**config.mk**
```make
export PLATFORM = sky130hd
export DESIGN_NAME = uart_rx
export DESIGN_NICKNAME = d
export VERILOG_FILES = /design/src/rtl/uart_rx.sv
export SDC_FILE = /design/constraint.sdc
export NUM_CORES = 1
export LEC_CHECK = 0
export CORE_MARGIN = 3
export CORE_UTILIZATION = 40
export CTS_CLUSTER_DIAMETER = 30
export DETAILED_ROUTE_END_ITERATION = 8
export GPL_ROUTABILITY_DRIVEN = 0
export PLACE_DENSITY = 0.56
export SYNTH_ARGS = -nofsm -noshare
export SYNTH_HDL_FRONTEND = slang
export SYNTH_SLANG_ARGS = --single-unit
```
**constraint.sdc**
```tcl
create_clock -name sys_clk_i -period 3 [get_ports sys_clk_i]
set_input_delay 0.9 -clock sys_clk_i [delete_from_list [all_inputs] [get_ports sys_clk_i]]
set_output_delay 0.9 -clock sys_clk_i [all_outputs]
set_load 0.03 [all_outputs]
```
**src/rtl/uart_rx.sv**
```systemverilog
// uart_rx: 8N1 UART receiver with a single-entry output buffer, overrun and framing-error flags
// Ports: sys_clk_i clock, sys_rst_n_i async active-low reset, uart_rx_i serial line (idle high),
//        uart_dat_o/uart_valid_o buffered byte, uart_rd_i pop, uart_ovr_o sticky overrun,
//        uart_ferr_o one-cycle framing-error pulse
module uart_rx #(
  parameter int CLK_HZ = 12000000,
  parameter int BAUD   = 115200
) (
  input  logic       sys_clk_i,
  input  logic       sys_rst_n_i,
  input  logic       uart_rx_i,
  output logic [7:0] uart_dat_o,
  output logic       uart_valid_o,
  input  logic       uart_rd_i,
  output logic       uart_ovr_o,
  output logic       uart_ferr_o
);
  localparam int CLKS_PER_BIT = CLK_HZ / BAUD;
  localparam int CW = $clog2(CLKS_PER_BIT);
  localparam logic [CW-1:0] HALF = CW'(CLKS_PER_BIT / 2 - 1);
  localparam logic [CW-1:0] FULL = CW'(CLKS_PER_BIT - 1);
  localparam logic [2:0] S_WAIT_IDLE = 3'd0;
  localparam logic [2:0] S_IDLE      = 3'd1;
  localparam logic [2:0] S_START     = 3'd2;
  localparam logic [2:0] S_DATA      = 3'd3;
  localparam logic [2:0] S_STOP      = 3'd4;
  generate
    if (CLKS_PER_BIT < 4) begin : g_bad_rate
      $error("uart_rx: CLKS_PER_BIT must be at least 4");
    end
  endgenerate
  logic [1:0]    r_sync;
  logic [2:0]    r_state;
  logic [CW-1:0] r_cnt;
  logic [2:0]    r_idx;
  logic [7:0]    r_shift;
  logic [7:0]    r_dat;
  logic          r_good;
  logic          r_valid;
  logic          r_ovr;
  logic          r_ferr;
  logic          w_rxs;
  logic          w_exp;
  logic          w_commit;
  logic          w_drop;
  assign w_rxs    = r_sync[1];
  assign w_exp    = r_cnt == '0;
  assign w_commit = r_good & (~r_valid | uart_rd_i);
  assign w_drop   = r_good & r_valid & ~uart_rd_i;
  // After reset the counter starts at 2 so WAIT_IDLE ignores the synchroniser's
  // reset value and only trusts a high level that was really sampled from the line.
  always_ff @(posedge sys_clk_i or negedge sys_rst_n_i)
    if (!sys_rst_n_i) begin
      r_sync  <= 2'b11;
      r_state <= S_WAIT_IDLE;
      r_cnt   <= CW'(2);
      r_idx   <= '0;
      r_shift <= '0;
      r_good  <= 1'b0;
      r_ferr  <= 1'b0;
    end else begin
      r_sync <= {r_sync[0], uart_rx_i};
      r_good <= 1'b0;
      r_ferr <= 1'b0;
      case (r_state)
        S_WAIT_IDLE:
          if (!w_exp) r_cnt <= r_cnt - 1'b1;
          else if (w_rxs) r_state <= S_IDLE;
        S_IDLE:
          if (!w_rxs) begin
            r_state <= S_START;
            r_cnt   <= HALF;
          end
        S_START:
          if (!w_exp) r_cnt <= r_cnt - 1'b1;
          else if (w_rxs) r_state <= S_IDLE;
          else begin
            r_state <= S_DATA;
            r_cnt   <= FULL;
            r_idx   <= '0;
          end
        S_DATA:
          if (!w_exp) r_cnt <= r_cnt - 1'b1;
          else begin
            r_shift[r_idx] <= w_rxs;
            r_cnt          <= FULL;
            r_idx          <= r_idx + 1'b1;
            if (r_idx == 3'd7) r_state <= S_STOP;
          end
        S_STOP:
          if (!w_exp) r_cnt <= r_cnt - 1'b1;
          else begin
            r_good  <= w_rxs;
            r_ferr  <= ~w_rxs;
            r_state <= w_rxs ? S_IDLE : S_WAIT_IDLE;
          end
        default: r_state <= S_WAIT_IDLE;
      endcase
    end
  // A commit in the same cycle as a read wins; an overrun in the same cycle as a read wins.
  always_ff @(posedge sys_clk_i or negedge sys_rst_n_i)
    if (!sys_rst_n_i) begin
      r_dat   <= '0;
      r_valid <= 1'b0;
      r_ovr   <= 1'b0;
    end else begin
      if (w_commit) r_dat <= r_shift;
      r_valid <= w_commit | (r_valid & ~uart_rd_i);
      r_ovr   <= w_drop | (r_ovr & ~uart_rd_i);
    end
  assign uart_dat_o   = r_dat;
  assign uart_valid_o = r_valid;
  assign uart_ovr_o   = r_ovr;
  assign uart_ferr_o  = r_ferr;
endmodule

```
==> reports/qor.yml <==
setup_path:
  critical_path_arrival_ns: 1.33
  cp_top_family: "buffers and inverters"
  critPathMaxStageDelay_ns: 0.68
  cp_max_fo: 3
  startpoint_type: "flip-flop"
  criticalPathCategory: "flip-flop to output port"
  critPathBufInv: 1
  slowest_stage: "clkdlybuf4s50_1"
  path_cells: "clkdlybuf4s50_1"
  crit_required_ns: 2.10
  endpoint_kind: "output port"
timing:
  fin_crit_sh: 0.743
  setup_viol: 0
  tightest_slew_ns: 0.542
  finalMaxSlewViolations: 0
  hold_slack_ns: 0.356
  slew_headroom: 0.637
  finalHoldViolCount: 0
  tns_ns: 0
  clock-skew-final_ns: 0.00395
  fmax_ghz: 0.449
  period_needed_ns: 2.23
  rsz0062_at_grt: "false"
detailed_routing:
  num_vias: 1169
  drtAntennaViolNets: 0
  avgViaCountPerCell: 5.59
  route.detailed.drc: 0
  routed_wl_um: 2960
  drt_pass1_iterations: 5
  detail_route.wl_per_cell_um: 14.2
  drt_iter0_markers: 110
clocking:
  insertion_delay_ns: 0.28
  cts_hold_buf: 0
  root_buffer: "clkbuf_8"
  numCtsBuffers: 5
  path_clk_slew_ns: 0.07
  cts_resized: 0
  cts_tree: "done"
  cts_buffer_depth: 2
  postCtsSetupBuffers: 0
  clock-sinks: 35
  htree_levels: 2
power_and_ir_drop:
  sw_frac_of_total: 0.316
  power.leakage_nw: 0.872
  power.density_mw_per_mm2: 647
  ir_worst_vdd_mv: 0.315
  p_total_w: 0.00127
  pwr-share-comb: 0.204
  seqPwrFrac: 0.520
  power.share.clock: 0.276
  p_sw_w: 0.000400
  p_int_w: 0.000867
synthesis:
  avgSynthCellArea_sq_um: 12.0
  synth_nets: 152
  netlist_instances: 144
  synth_edf_count: 0
  yosys_most_used_dff: "dfrtp_1"
  seq_area_frac_synth: 0.509
  ys_async_sr_fraction: 1.00
  yosysTopAreaCell: "dfrtp_1"
  post_synth_num_cell_types: 48
  ys_seq_elements: 35
  synth_top_area_share: 0.463
  yosys_warnings: 0
  netlist_area_sq_mm: 0.00173
  synth.area.top_cells: "dfrtp_1 46%, mux2_2 9.1%, dfstp_2 4.6%, ha_1 2.9%, nor2_1 2.0%"
final_layout:
  drive_gt1_frac: 0.226
  area_growth_pct: 13.3
  final_design_area_no_fill_sq_mm: 0.00196
  stdcell_count: 209
  fillers: 377
  final_nets: 166
  diodes: 0
placement:
  placed_area_sq_mm: 0.00186
  dp_hpwl_um: 2040
  dp.cells: 201
  port_buffers: 14
floorplanning:
  die_h_um: 71.8
  start_util: 0.423
  dieArea_sq_mm: 0.00515
  io_pins: 15
  core.rowCount: 23
  core_area_sq_mm: 0.00409
  die_w_um: 71.8
run_status:
  status: "finished clean"
global_routing:
  grt-ovfl-total: 0
  grt_use_total: 0.133
  antenna_found_initial: 0
  grt_pass1_wl_um: 5330
  grt_max_degree: 36
  grt_pass1_vias: 1117
min_path:
  worstHoldPathType: "flip-flop to flip-flop"
job:
  cap_violations: 0
synth_stat cells (2+ instances only):
| cell type | instances |
|---|---|
| nand2_1 | 7 |
| nor3_1 | 3 |
| a32o_1 | 2 |
| nand3_1 | 5 |
| buf_6 | 2 |
| nor2_1 | 9 |
| a22o_1 | 2 |
| dfrtp_1 | 32 |
| a31oi_1 | 2 |
| o21ai_0 | 4 |
| mux2_2 | 14 |
| dfstp_2 | 3 |
| inv_1 | 4 |
| a211oi_1 | 2 |
| or2_2 | 2 |
| nor4_1 | 2 |
| a21oi_1 | 6 |
| nand4b_1 | 3 |
| buf_4 | 3 |
| nand2b_1 | 2 |
| buf_2 | 2 |
| mux2_1 | 2 |
| nor4b_2 | 2 |
| o22a_1 | 2 |
| ha_1 | 4 |
metrics by stage:
stage	setup slack (ns)	utilization
2_1_floorplan	1.03	-
3_3_place_gp	0.752	0.456
3_5_place_dp	0.718	0.456
4_1_cts	0.750	0.479
5_1_grt	0.555	0.479
6_report	0.772	0.479
routing by layer:
layer / track usage / wire [um] / up-vias
li1: - / - / 565
met1: 0.180 / 1410 / 573
met2: 0.193 / 1370 / 27
met3: 0.0449 / 141 / 4
met4: 0.0564 / 38 / 0
met5: 0 / 0 / -
cell type report:
type	instances	area, sq um	share of cell area
clock buffer	7	86.3	0.0441
clock inverter	1	8.76	0.00447
inverter	4	15.0	0.00766
multi-input combinational	97	759	0.388
sequential	35	880	0.449
tap	50	62.6	0.0319
timing repair buffer	15	148	0.0754
flip-flops by register name (all words and copies together) (netlist names):
| signal | count |
|---|---|
| r_cnt | 7 |
| r_good | 1 |
| r_idx | 3 |
| r_shift | 8 |
| r_state | 3 |
| r_sync | 2 |
| uart_dat_o | 8 |
| uart_ferr_o | 1 |
| uart_ovr_o | 1 |
| uart_valid_o | 1 |
placed cells by master, fill, tap and decap left out, types with 3 or more instances in the layout:
| cell type | count |
|---|---|
| dfstp_2 | 3 |
| dfrtp_1 | 32 |
| nor3_1 | 3 |
| ha_1 | 4 |
| nand4b_1 | 3 |
| inv_1 | 4 |
| o21ai_0 | 4 |
| nor2_1 | 9 |
| clkdlybuf4s50_1 | 14 |
| nand3_1 | 5 |
| a21oi_1 | 6 |
| clkbuf_8 | 6 |
| nand2_1 | 7 |
| mux2_2 | 14 |
power groups by stage:
stage	Combinational [W]	Clock (W)	Sequential, W
2_1_floorplan	0.000266	0	0.000616
4_1_cts	0.000261	0.000364	0.000657
3_5_place_dp	0.000261	0	0.000664
5_1_grt	0.000298	0.000383	0.000675
3_3_place_gp	0.000252	0	0.000662
6_report	0.000258	0.000349	0.000659
kinds of logic after synthesis:
group,count (synthesis),share of synthesized area
and+or+nand+nor,46,0.174
DFF,35,0.509
AOI/OAI and AO/OA,30,0.127
muxes,17,0.110
buffers and inverters,12,0.0521
adders and majority gates,4,0.0289
worst paths after layout:
| check | cells after the start | slack [ns] | startpoint | end |
|---|---|---|---|---|
| min reg2reg | 0 | 0.36 | r_sync[0] | r_sync[1] |
| min | 0 | 0.36 | r_sync[0] | r_sync[1] |
| max reg2reg | 6 | 0.77 | r_cnt[0] | r_shift[2] |
| max in group asynchronous | 2 | 1.64 | sys_rst_n_i | r_sync[0] |
| max | 1 | 0.77 | uart_valid_o | uart_valid_o |
| min in group asynchronous | 2 | 1.02 | sys_rst_n_i | r_state[2] |
No activity file was read; power rests on OpenSTA's default activity.
